<file path="src/rtl/pc_predict_ras.sv">
// ---------------------------------------------------------------------------
// pc_predict_ras
//
// PC select and predict unit for the pipelined Y86-64 core. Each cycle it
// picks the fetch address from the predicted-PC register or from a late
// redirect (W-stage ret mismatch beats M-stage jXX mispredict). It then
// registers the next prediction from the fetched instruction. A circular
// return-address stack (RAS) supplies `ret` targets.
//
// Ports
//   clk, rst_n        clock, asynchronous active-low reset
//   f_stall           hold pred_pc and RAS (a redirect flush still happens)
//   f_valid           fetched instruction valid
//   f_icode/valC/valP fetched instruction fields
//   m_icode/cnd/valA  M-stage jXX resolution
//   w_icode/valM      W-stage ret resolution
//   w_ret_pred/tgt    prediction info carried down the pipe with the ret
//   f_pc              fetch address (combinational)
//   pred_pc           registered predicted PC
//   redirect          f_pc came from M or W this cycle
//   f_ret_pred        fetched ret is predicted from the RAS
//   f_ret_tgt         RAS top entry (0 when empty)
//   ras_count         number of valid RAS entries
//   ras_ovf           sticky: a push happened while the RAS was full
// ---------------------------------------------------------------------------
module pc_predict_ras #(
    parameter int                 ADDR_W    = 64,
    parameter int                 RAS_DEPTH = 8,
    parameter logic [ADDR_W-1:0]  RESET_PC  = '0
) (
    input  logic                             clk,
    input  logic                             rst_n,
    input  logic                             f_stall,
    input  logic                             f_valid,
    input  logic [3:0]                       f_icode,
    input  logic [ADDR_W-1:0]                f_valC,
    input  logic [ADDR_W-1:0]                f_valP,
    input  logic [3:0]                       m_icode,
    input  logic                             m_cnd,
    input  logic [ADDR_W-1:0]                m_valA,
    input  logic [3:0]                       w_icode,
    input  logic [ADDR_W-1:0]                w_valM,
    input  logic                             w_ret_pred,
    input  logic [ADDR_W-1:0]                w_ret_tgt,
    output logic [ADDR_W-1:0]                f_pc,
    output logic [ADDR_W-1:0]                pred_pc,
    output logic                             redirect,
    output logic                             f_ret_pred,
    output logic [ADDR_W-1:0]                f_ret_tgt,
    output logic [$clog2(RAS_DEPTH+1)-1:0]   ras_count,
    output logic                             ras_ovf
);

    localparam int CNT_W = $clog2(RAS_DEPTH + 1);
    localparam int PTR_W = $clog2(RAS_DEPTH);
    localparam logic [CNT_W-1:0] CNT_FULL = CNT_W'(RAS_DEPTH);

    localparam logic [3:0] IC_HALT = 4'h0;
    localparam logic [3:0] IC_JXX  = 4'h7;
    localparam logic [3:0] IC_CALL = 4'h8;
    localparam logic [3:0] IC_RET  = 4'h9;

    logic [ADDR_W-1:0] pred_pc_reg, pred_pc_next;
    logic [PTR_W-1:0]  top_reg, top_next;
    logic [CNT_W-1:0]  count_reg, count_next;
    logic              ovf_reg, ovf_next;
    logic [ADDR_W-1:0] ras_mem [RAS_DEPTH];

    logic              w_mismatch;
    logic              m_mispred;
    logic              ras_nonempty;
    logic              is_call;
    logic              push_en;
    logic [PTR_W-1:0]  push_idx;
    logic [CNT_W-1:0]  base_count;

    // ---------------- PC select ----------------
    always_comb begin
        w_mismatch = (w_icode == IC_RET) && (!w_ret_pred || (w_valM != w_ret_tgt));
        m_mispred  = (m_icode == IC_JXX) && !m_cnd;
        redirect   = w_mismatch || m_mispred;
        // W holds the older instruction, so its redirect takes priority.
        if (w_mismatch)
            f_pc = w_valM;
        else if (m_mispred)
            f_pc = m_valA;
        else
            f_pc = pred_pc_reg;
    end

    // ---------------- RAS read side ----------------
    always_comb begin
        ras_nonempty = (count_reg != '0);
        f_ret_tgt    = ras_nonempty ? ras_mem[top_reg] : '0;
        f_ret_pred   = f_valid && (f_icode == IC_RET) && ras_nonempty;
        is_call      = f_valid && (f_icode == IC_CALL);
    end

    // ---------------- next prediction ----------------
    always_comb begin
        pred_pc_next = f_valP;
        if (!f_valid || (f_icode == IC_HALT))
            pred_pc_next = f_pc;
        else if ((f_icode == IC_JXX) || (f_icode == IC_CALL))
            pred_pc_next = f_valC;
        else if (f_icode == IC_RET)
            pred_pc_next = ras_nonempty ? f_ret_tgt : f_valP;
        if (f_stall)
            pred_pc_next = pred_pc_reg;
    end

    // ---------------- RAS update ----------------
    // A redirect empties the stack first; the instruction fetched at the
    // redirect target then acts on the empty stack (a call leaves one entry,
    // a ret has nothing to pop). The flush is applied even under stall.
    always_comb begin
        base_count = redirect ? '0 : count_reg;
        top_next   = top_reg;
        count_next = base_count;
        ovf_next   = ovf_reg;
        push_en    = 1'b0;
        push_idx   = top_reg + PTR_W'(1);
        if (!f_stall) begin
            if (is_call) begin
                // When full, top+1 is the oldest slot, so the push overwrites it.
                push_en  = 1'b1;
                top_next = push_idx;
                if (base_count == CNT_FULL) begin
                    count_next = CNT_FULL;
                    ovf_next   = 1'b1;
                end else begin
                    count_next = base_count + CNT_W'(1);
                end
            end else if (f_ret_pred && !redirect) begin
                top_next   = top_reg - PTR_W'(1);
                count_next = count_reg - CNT_W'(1);
            end
        end
    end

    // ---------------- state registers ----------------
    always_ff @(posedge clk or negedge rst_n) begin
        if (!rst_n) begin
            pred_pc_reg <= RESET_PC;
            top_reg     <= '0;
            count_reg   <= '0;
            ovf_reg     <= 1'b0;
        end else begin
            pred_pc_reg <= pred_pc_next;
            top_reg     <= top_next;
            count_reg   <= count_next;
            ovf_reg     <= ovf_next;
        end
    end

    always_ff @(posedge clk or negedge rst_n) begin
        if (!rst_n) begin
            for (int i = 0; i < RAS_DEPTH; i++)
                ras_mem[i] <= '0;
        end else if (push_en) begin
            ras_mem[push_idx] <= f_valP;
        end
    end

    assign pred_pc   = pred_pc_reg;
    assign ras_count = count_reg;
    assign ras_ovf   = ovf_reg;

endmodule

</file>
<file path="config.mk">
export PLATFORM = sky130hd
export DESIGN_NAME = pc_predict_ras
export DESIGN_NICKNAME = d
export VERILOG_FILES = /design/src/rtl/pc_predict_ras.sv
export SDC_FILE = /design/constraint.sdc
export NUM_CORES = 1
export LEC_CHECK = 0
export ABC_AREA = 1
export BUFFER_PORTS_ARGS = -buffer_cell sky130_fd_sc_hd__buf_2
export CAP_MARGIN = 10
export CORE_UTILIZATION = 42
export DETAILED_ROUTE_END_ITERATION = 16
export GPL_ROUTABILITY_DRIVEN = 0
export PLACE_DENSITY_LB_ADDON = 0.15
export SLEW_MARGIN = 20
export SYNTH_ARGS = -nofsm -noshare
export SYNTH_HDL_FRONTEND = slang
export SYNTH_SLANG_ARGS = --single-unit
</file>
<file path="constraint.sdc">
create_clock -name clk -period 2.15 [get_ports clk]
set_clock_uncertainty 0.1 [all_clocks]
set_input_delay 0.215 -clock clk [delete_from_list [all_inputs] [get_ports clk]]
set_output_delay 0.215 -clock clk [all_outputs]
set_load 0.05 [all_outputs]
</file>
==> flow_metrics.tcl <==
set metrics [dict create \
    reg2reg_setup_slack_ns -0.69 \
    grt_max_degree 92 \
    r2r-end "pred_pc[53]" \
    finish.instance_area_um2 47300 \
    htreeDepth 3 \
    setup.worst_path.end "pred_pc[53]" \
    status "finished, violations left" \
    worst_ep_arrival_time_ns 3.25 \
    violations_in_the_final_reports "negative setup slack" \
    global_route_wire_length_before_repair_um 188000 \
    die-width_um 268 \
    drcViolationCount 0 \
    placement_cell_area_um2 37800 \
    ctsRootBufferMaster "sky130_fd_sc_hd__clkbuf_16" \
    dieHeight_um 268 \
    floorplan.io_pins 537 \
    ys_warn_count 0 \
    count_of_vias_placed_by_the_detailed_router 33600 \
    setup_total_negative_slack_ns -88.43 \
    post-place-ws_ns -0.633 \
    max-vdd-ir-drop_v 0.000989 \
    grtUsageTotal_pct 34.5 \
    fp.coreArea_um2 70000 \
    yosysUniqueCellTypes 36 \
    timing.slew.headroom_pct 53.5 \
    finalSetupViolCount 563 \
    dp.final_hpwl_um 81600 \
    postSynth.topFlopCell "sky130_fd_sc_hd__dfrtp_1" \
    mappedNetlistArea_um2 29700 \
    power_frac_comb_pct 55.4 \
    synth-seq-cells 584 \
    largest_reg_flops 512 \
    synth_top_cell_area_share_pct 49.2 \
    layout.cells.most_common "sky130_fd_sc_hd__nand2_1" \
    ys_top_cells_by_area "sky130_fd_sc_hd__dfrtp_1 (49%), sky130_fd_sc_hd__o21ai_0 (15%), sky130_fd_sc_hd__nand2_1 (12%)" \
    drt_pass1_iterations 5 \
    grt_pass1_vias 31400 \
    worstSkewPairLatency_ns 0.63 \
    yosysTopAreaCell "sky130_fd_sc_hd__dfrtp_1" \
    tightestPinTransition_ns 0.698 \
    hold_violations 0 \
    drt-initial-drc-count 3613 \
    pwr_density_cell_nw_per_um2 1270 \
    grt_antenna_before_repair 13 \
    intPower_mw 35.2 \
    floorplan_die_area_um2 71800 \
    most_frequent_cells_in_the_layout "sky130_fd_sc_hd__nand2_1 (854), sky130_fd_sc_hd__o21ai_0 (666), sky130_fd_sc_hd__dfrtp_1 (577)" \
    p_clk_share_pct 20.7 \
    clk_transition_reported_paths_ns 0.07 \
    reg2regPathDepth 17 \
    r2r_startpoint "top_reg[0]" \
    area_delta_synth_final_pct 59.3 \
    leakage_power_nw 22.3 \
    layout_worst_path_cycle_share_pct 132 \
    route.final.wire_length_um 132000 \
    rows 97 \
    max_cap_viol_count 0 \
    cts_buffers 68 \
    finalWorstSetupSlack_ns -0.695 \
    tritoncts "built" \
    netSwitchingFraction_pct 41.2 \
    clkSinkCount 584 \
    rsz_0062_raised_after_global_routing "true" \
    worst_setup_path_startpoint "top_reg[0]" \
    criticalPathCategory "flop to flop" \
    layout.core_utilization_pct 67.6 \
    synth_area_per_cell_um2 7.75 \
    max_slew_violations 0 \
    synth_async_sr_flop_share_pct 100 \
    finalCriticalPeriod_ns 2.84 \
    global_route.overflow_total 0 \
    worst-path-max-fanout 9 \
    design.final.nets 5246 \
    timing.critical_path.to_type "flop" \
    floorplan.initialDensity_pct 42.4 \
    share_seq_of_total_power_pct 24.0 \
    place.port_buffers 536 \
    whs_ns 0.0250 \
    net-switching-power_mw 24.7 \
    drt.antenna.violating_nets 0 \
    postSynthNetCount 4175 \
    yosysSeqAreaShare_pct 49.2 \
    drive_gt1_share_pct 35.6 \
    cp-start-kind "flop" \
    synthesis.instances 3832 \
    clockBufferDepth 3 \
    detail_route.vias_per_cell 5.68 \
    fmaxAchievable_mhz 352 \
    min-delay-path-class "input pin to async pin" \
    cp_data_required_time_ns 2.55 \
    number_of_flops_mapped_to_enable_cells_by_yosys 0 \
    routedWlPerCell_um 22.4 \
]
==> per-stage QoR <==
| stage | total power, mW | instances |
|---|---|---|
| global placement | 37.5 | 5427 |
| detailed placement | 37.7 | 5427 |
| CTS | 55.6 | 5836 |
| floorplan | 28.3 | 3832 |
| global route | 62.5 | 5902 |
| finish | 59.9 | 5907 |
==> power groups by stage <==
stage / Combinational (mW) / Clock (mW) / Sequential [mW]
6_report: 33.2 / 12.4 / 14.4
5_1_grt: 35.1 / 12.9 / 14.5
4_1_cts: 28.9 / 12.5 / 14.2
3_5_place_dp: 23.3 / 0 / 14.4
3_3_place_gp: 23.2 / 0 / 14.3
2_1_floorplan: 13.6 / 0 / 14.7
==> layer usage <==
layer | global-route usage [%] | vias to the layer above | share of wire [%]
li1 | - | 15100 | -
met1 | 45.3 | 16100 | 39
met2 | 52.2 | 1849 | 45
met3 | 7.64 | 499 | 8.8
met4 | 20.1 | 14 | 6.6
met5 | 1.22 | - | 0.15
==> how the worst min path moves through the flow <==
stage | start | end | cells after the start
after CTS | m_valA[18] | pred_pc[18] | 6
after global placement | rst_n | ras_mem[212] | 1
after global routing | rst_n | ras_mem[352] | 2
final | rst_n | ras_mem[212] | 2
after floorplan | rst_n | pred_pc[0] | 0
after detailed placement | rst_n | ras_mem[212] | 1
==> cell usage after synthesis, types with 5 or more instances <==
master and number:
sky130_fd_sc_hd__nand2_1 954, sky130_fd_sc_hd__o21ai_0 863, sky130_fd_sc_hd__dfrtp_1 584, sky130_fd_sc_hd__nor2_1 374
sky130_fd_sc_hd__clkbuf_1 201, sky130_fd_sc_hd__inv_1 188, sky130_fd_sc_hd__a21oi_1 128, sky130_fd_sc_hd__o21ai_1 86
sky130_fd_sc_hd__o22ai_1 85, sky130_fd_sc_hd__buf_2 74, sky130_fd_sc_hd__mux2_2 54, sky130_fd_sc_hd__o211ai_1 54
sky130_fd_sc_hd__o221ai_1 54, sky130_fd_sc_hd__nand3_1 40, sky130_fd_sc_hd__xnor2_1 18, sky130_fd_sc_hd__buf_1 15
sky130_fd_sc_hd__nand4_1 13, sky130_fd_sc_hd__a31oi_1 11, sky130_fd_sc_hd__ha_1 5, sky130_fd_sc_hd__inv_2 5
==> cell families (layout without fill, tap and decap cells) <==
kind of cell / count (synthesis) / in the layout / share of synthesized area, %
muxes: 54 / 54 / 2.05
adders and majority gates: 5 / 5 / 0.211
buffers and inverters: 488 / 1611 / 6.58
other: 0 / 12 / 0
and+or+nand+nor: 1397 / 1397 / 18.2
xor gates and xnor gates: 21 / 21 / 0.619
DFF: 584 / 584 / 49.2
AOI/OAI and AO/OA: 1283 / 1283 / 23.2
==> timing repair <==
action	4_1_cts	5_1_grt
endpoints found under the hold margin	1157	0
setup buffers	131	53
gates resized for setup	621	394
pin swaps	81	136
gates cloned	27	20
hold buffers	137	0
setup endpoints to repair	652	705
==> critical path, stage by stage (launching register included) <==
cell and delay (ns):
sky130_fd_sc_hd__dfrtp_4 0.50, sky130_fd_sc_hd__buf_12 0.17, sky130_fd_sc_hd__buf_12 0.16, sky130_fd_sc_hd__buf_12 0.16, sky130_fd_sc_hd__buf_12 0.14, sky130_fd_sc_hd__o21ai_4 0.14, sky130_fd_sc_hd__o22ai_2 0.09, sky130_fd_sc_hd__o21ai_2 0.17
sky130_fd_sc_hd__buf_4 0.14, sky130_fd_sc_hd__buf_6 0.08, sky130_fd_sc_hd__buf_6 0.08, sky130_fd_sc_hd__buf_6 0.08, sky130_fd_sc_hd__buf_6 0.08, sky130_fd_sc_hd__nand2_2 0.05, sky130_fd_sc_hd__o211ai_1 0.22, sky130_fd_sc_hd__a21oi_1 0.16
sky130_fd_sc_hd__o21ai_1 0.14, sky130_fd_sc_hd__nand2_1 0.07
==> area by class of cell <==
type | instances | area [um2]
antenna | 12 | 30.0
clock buffer | 94 | 2020
clock inverter | 28 | 355
fill | 5381 | 22700
inverter | 193 | 793
multi-input combinational | 2760 | 15700
sequential | 584 | 14600
tap | 940 | 1180
timing repair buffer | 1292 | 12600
timing repair inverter | 4 | 87.6
(Power assumes the default switching activity.)
